### config.mk
export PLATFORM = sky130hd
export DESIGN_NAME = random_word_packer
export DESIGN_NICKNAME = d
export VERILOG_FILES = /design/src/rtl/random_word_packer.sv
export SDC_FILE = /design/constraint.sdc
export NUM_CORES = 1
export LEC_CHECK = 0
export ABC_AREA = 1
export CAP_MARGIN = 20
export CORE_MARGIN = 4
export CORE_UTILIZATION = 50
export DETAILED_ROUTE_END_ITERATION = 7
export HOLD_SLACK_MARGIN = 0.06
export PLACE_DENSITY = 0.69
export SLEW_MARGIN = 20
export SYNTH_ARGS = -nofsm -noshare
export SYNTH_HDL_FRONTEND = slang
export SYNTH_SLANG_ARGS = --single-unit
export TNS_END_PERCENT = 20
### constraint.sdc
create_clock -name clk -period 4 [get_ports clk]
set_input_delay 0.8 -clock clk [delete_from_list [all_inputs] [get_ports clk]]
set_output_delay 0.8 -clock clk [all_outputs]
set_load 0.03 [all_outputs]
### src/rtl/random_word_packer.sv
// random_word_packer: packs RATE-bit entropy chunks into WORD-bit words
// and queues them in a DEPTH-entry FIFO for the consumer.
//
// Ports:
//   clk, rst             clock, synchronous active-high reset
//   in_data, in_valid    chunk from the sponge source (held while valid)
//   in_received          one-cycle acknowledge of an accepted chunk
//   out_word, out_valid  FIFO head word, FIFO not empty
//   out_ready            consumer pop (transfer when valid && ready)
//   health_fail          sticky repetition-test failure
//
// Optional feature: define RNG_HEALTHTEST_EN to enable the repetition
// count health test; otherwise health_fail is tied low.

module random_word_packer #(
    parameter int RATE      = 8,
    parameter int CHUNKS    = 4,
    parameter int DEPTH     = 4,
    parameter int REP_LIMIT = 6
) (
    input  logic                   clk,
    input  logic                   rst,
    input  logic [RATE-1:0]        in_data,
    input  logic                   in_valid,
    output logic                   in_received,
    output logic [RATE*CHUNKS-1:0] out_word,
    output logic                   out_valid,
    input  logic                   out_ready,
    output logic                   health_fail
);

    localparam int WORD = RATE * CHUNKS;
    localparam int CW   = (CHUNKS > 1) ? $clog2(CHUNKS) : 1;
    localparam int AW   = (DEPTH > 1) ? $clog2(DEPTH) : 1;

    localparam logic [CW-1:0] LAST    = CW'(CHUNKS - 1);
    localparam logic [AW:0]   FULL_AT = (AW + 1)'(DEPTH);

    typedef enum logic {
        ACCEPT,
        GAP
    } state_t;

    state_t state_q;
    state_t state_d;

    logic [CW-1:0]   cnt_q;
    logic [WORD-1:0] asm_q;
    logic [WORD-1:0] asm_d;

    logic [WORD-1:0] mem [DEPTH];
    logic [AW-1:0]   wr_ptr;
    logic [AW-1:0]   rd_ptr;
    logic [AW:0]     fill;

    logic full;
    logic pop;
    logic push;
    logic last;
    logic can_take;
    logic accept;
    logic trip;
    logic blocked;

    assign full      = (fill == FULL_AT);
    assign out_valid = (fill != '0);
    assign pop       = out_valid && out_ready;
    assign last      = (cnt_q == LAST);

    // The final chunk needs a free FIFO slot, which a same-cycle pop
    // provides even when the FIFO is full.
    assign can_take = !(last && full && !pop);

    assign accept = (state_q == ACCEPT) && in_valid && can_take
                    && !blocked && !rst;

    // A chunk that trips the health test never completes a word.
    assign push = accept && last && !trip;

    assign out_word = out_valid ? mem[rd_ptr] : '0;

    // Word under construction with the incoming chunk merged in.
    always_comb begin
        asm_d = asm_q;
        asm_d[int'(cnt_q) * RATE +: RATE] = in_data;
    end

    // Acceptor FSM
    always_ff @(posedge clk) begin
        if (rst) begin
            state_q <= ACCEPT;
        end else begin
            state_q <= state_d;
        end
    end

    always_comb begin
        state_d     = state_q;
        in_received = 1'b0;
        unique case (state_q)
            ACCEPT: begin
                if (accept) begin
                    in_received = 1'b1;
                    state_d     = GAP;
                end
            end
            GAP: begin
                state_d = ACCEPT;
            end
            default: begin
                state_d = ACCEPT;
            end
        endcase
    end

    // Chunk assembler
    always_ff @(posedge clk) begin
        if (rst) begin
            cnt_q <= '0;
            asm_q <= '0;
        end else if (accept) begin
            if (last || trip) begin
                cnt_q <= '0;
                asm_q <= '0;
            end else begin
                cnt_q <= cnt_q + CW'(1);
                asm_q <= asm_d;
            end
        end
    end

    // FIFO pointers and fill level
    always_ff @(posedge clk) begin
        if (rst) begin
            wr_ptr <= '0;
            rd_ptr <= '0;
            fill   <= '0;
        end else begin
            if (push) begin
                wr_ptr <= wr_ptr + AW'(1);
            end
            if (pop) begin
                rd_ptr <= rd_ptr + AW'(1);
            end
            unique case ({push, pop})
                2'b10:   fill <= fill + (AW + 1)'(1);
                2'b01:   fill <= fill - (AW + 1)'(1);
                default: fill <= fill;
            endcase
        end
    end

    // Storage needs no reset; fill gates what is visible.
    always_ff @(posedge clk) begin
        if (push) begin
            mem[wr_ptr] <= asm_d;
        end
    end

`ifdef RNG_HEALTHTEST_EN
    localparam int RW = $clog2(REP_LIMIT + 1);

    logic [RATE-1:0] prev_q;
    logic [RW-1:0]   run_q;
    logic [RW-1:0]   run_d;
    logic            fail_q;

    // A run restarts at 1 on the first chunk or on any change.
    always_comb begin
        run_d = RW'(1);
        if (run_q != '0 && in_data == prev_q) begin
            run_d = run_q + RW'(1);
        end
    end

    assign trip        = accept && (run_d == RW'(REP_LIMIT));
    assign blocked     = fail_q;
    assign health_fail = fail_q;

    always_ff @(posedge clk) begin
        if (rst) begin
            prev_q <= '0;
            run_q  <= '0;
            fail_q <= 1'b0;
        end else if (accept) begin
            prev_q <= in_data;
            run_q  <= run_d;
            if (trip) begin
                fail_q <= 1'b1;
            end
        end
    end
`else
    assign trip        = 1'b0;
    assign blocked     = 1'b0;
    assign health_fail = 1'b0;
`endif

endmodule
==> reports/results.ini <==
[run_status]
status = finished, final reports clean

[setup_path]
end_kind = primary output
critPathCapture = out_word[10]
ff2ff_setup_slack_ps = 1230
reg2reg_depth = 13
timing.rr.start = cnt_q[0]
cp.required_ps = 3200
criticalPathCategory = reg -> out
cp-start-kind = flop
critPathMaxFanout = 18
critPathArrivalTime_ps = 2520
r2r-end = fill[2]

[timing]
fin_hold_ws_ps = 463
setup_ws_ps = 677
fin_crit_ps = 3320
min_period_over_period_pct = 83.1
fin_setup_tns_ps = 0
fmax_ghz = 0.301
setup_viol = 0
worst_pin_slew_ps = 717
drv_slew = 0
max-slew-margin-rel_pct = 52.1
grt_setup_unrepaired = false
hold_viol = 0
fin_worst_skew_ps = 6.82

[pwr]
p_total_w = 0.00367
peakVddDrop_v = 0.000265
powerDensity_nw_per_um2 = 426
power_leakage_nw = 3.36

[floorplanning]
core_area_um2 = 14500
num_rows = 44
die_area_um2 = 16800
die_w_um = 130
start_util_pct = 51.0
pin_count = 47
chipHeight_um = 130

[routing]
wl_mm = 16.3
wire_per_inst_um = 16.2
viasPerCell = 5.27
drt_first_iter_violations = 379
postRouteAntennaNets = 0
drtPass1Iterations = 5
drc = 0
vias = 5310

[global_route]
grt_max_degree = 35
grt_pass1_vias = 5290
grt_pass1_wl_mm = 26.8
grtUsageTotal_pct = 20.7
gr-total-overflow = 0
antenna_found_initial = 0

[clocking]
cts_setup_buffers = 0
ctsHoldBuffers = 0
tritoncts = done
cts_resized = 0
clock-sinks = 172
clockBufferDepth = 2
root_buffer = clkbuf_16
numCtsBuffers = 17
cts_htree_levels = 4
clkTransAtPathRegs_ps = 60
clock_latency_ps = 420

[placement]
io_buffers = 45
dp_slack_ps = 909
gp_congestion = 0.818
place_hpwl_mm = 10.6

[synthesis]
synth.distinct_cells = 29
yosysWarnings = 0
ys_ff_latch = 172
syn_avg_cell_area_um2 = 9.69
seq_area_frac_synth_pct = 63.7
syn-num-nets = 788
synthCells = 765
syn_area_um2 = 7420

[cells_and_area]
layout.nets = 834
drive_gt1_share_pct = 9.59
fill_cells = 1206
utilization_pct = 59.2
antennaDiodeCount = 0
area_growth_pct = 16.1

[job]
max_cap_violations = 0

[hold_path]
hold_path_class = reg -> reg

==> logic make-up (layout without fill, tap and decap cells) <==
group / Yosys count / count (layout) / synth area share, %
and+or+nand+nor: 336 / 336 / 18.5
DFF: 172 / 172 / 63.7
AOI/OAI and AO/OA: 135 / 135 / 9.30
buffers and inverters: 109 / 168 / 6.41
adders and majority gates: 11 / 11 / 1.96
other: 1 / 1 / 0.0506
xor gates and xnor gates: 1 / 1 / 0.118
==> per-layer routing <==
layer  part of all wire, %  vias to the layer above  GRT usage (%)
met5                     0                        -              0
met4                   2.1                        0           7.58
met3                   5.1                       24           5.24
met2                    49                      151           33.9
met1                    44                     2526           27.0
li1                      -                     2609              -
==> worst max-delay path, cell delays in order (launching register included) <==
cell	delay, ps
dfxtp_1	350
buf_4	260
inv_1	90
buf_4	210
nor2_1	150
o21ai_0	130
a21oi_1	190
clkdlybuf4s50_1	710
==> through the flow <==
step                instance area (um^2)  cells
floorplan                           7420    765
global placement                    8040    976
detailed placement                  8040    976
CTS                                 8610   1008
global route                        8610   1008
finish                              8610   1008
==> final cells by class <==
type / count / area (um^2) / area share (%)
sequential: 172 / 4730 / 54.9
multi-input combinational: 484 / 2230 / 25.9
timing repair buffer: 64 / 581 / 6.74
clock buffer: 23 / 448 / 5.20
inverter: 72 / 275 / 3.20
tap: 184 / 230 / 2.67
clock inverter: 9 / 124 / 1.44
==> synthesized netlist by cell type, drive strengths merged <==
cell | n | area share (%)
conb | 1 | 0.051
edfxtp | 128 | 52
dfxtp | 44 | 12
nand2 | 63 | 3.4
nand3 | 30 | 2.4
o21ai | 77 | 5.2
nor2 | 243 | 13
xor2 | 1 | 0.12
buf | 20 | 1.8
inv | 69 | 3.5
clkbuf | 17 | 0.88
a21oi | 57 | 4.0
fa | 1 | 0.27
clkinv | 3 | 0.22
ha | 10 | 1.7
o31ai | 1 | 0.10
==> state kept, by name (all words and copies together), names as in the netlist, named ones only <==
| name | cells |
|---|---|
| rd_ptr | 2 |
| mem | 128 |
| cnt_q | 2 |
| wr_ptr | 2 |
| fill | 3 |
| state_q | 1 |
| asm_q | 32 |
==> report_power, final <==
part	switching (W)	leakage [nW]	internal, W
clock	0.000626	0.273	0.000976
combinational	0.000106	1.52	0.0000414
sequential	0.00000542	1.56	0.00191
total	0.000738	3.36	0.00293
==> cells in the final DEF (no fill, tap or decap), types with 2 or more instances in the layout <==
| cell | synthesis | routed |
|---|---|---|
| nor2_1 | 232 | 228 |
| edfxtp_1 | 128 | 128 |
| o21ai_0 | 76 | 76 |
| inv_1 | 67 | 67 |
| nand2_1 | 60 | 60 |
| a21oi_1 | 56 | 56 |
| dfxtp_1 | 44 | 43 |
| clkdlybuf4s50_1 | 0 | 35 |
| nand3_1 | 28 | 28 |
| buf_4 | 2 | 28 |
| clkbuf_16 | 0 | 17 |
| nor2_2 | 10 | 14 |
| ha_1 | 10 | 10 |
| clkbuf_1 | 16 | 6 |
| clkinv_1 | 2 | 3 |
| clkinv_2 | 0 | 3 |
| bufinv_16 | 0 | 3 |
| inv_2 | 2 | 2 |
| nand2_2 | 2 | 2 |
| nand3_4 | 2 | 2 |
| clkinvlp_4 | 0 | 2 |
==> how the worst min path moves through the flow <==
stage / startpoint / endpoint / slack, ps / cells past startpoint
6_report: asm_q[31] / asm_q[31] / 460 / 2
5_1_grt: asm_q[27] / asm_q[27] / 490 / 2
4_1_cts: asm_q[31] / asm_q[31] / 460 / 2
3_5_place_dp: asm_q[27] / asm_q[27] / 450 / 2
3_3_place_gp: asm_q[31] / asm_q[31] / 450 / 2
2_1_floorplan: asm_q[26] / asm_q[26] / 430 / 2
No activity file was read; power rests on OpenSTA's default activity.
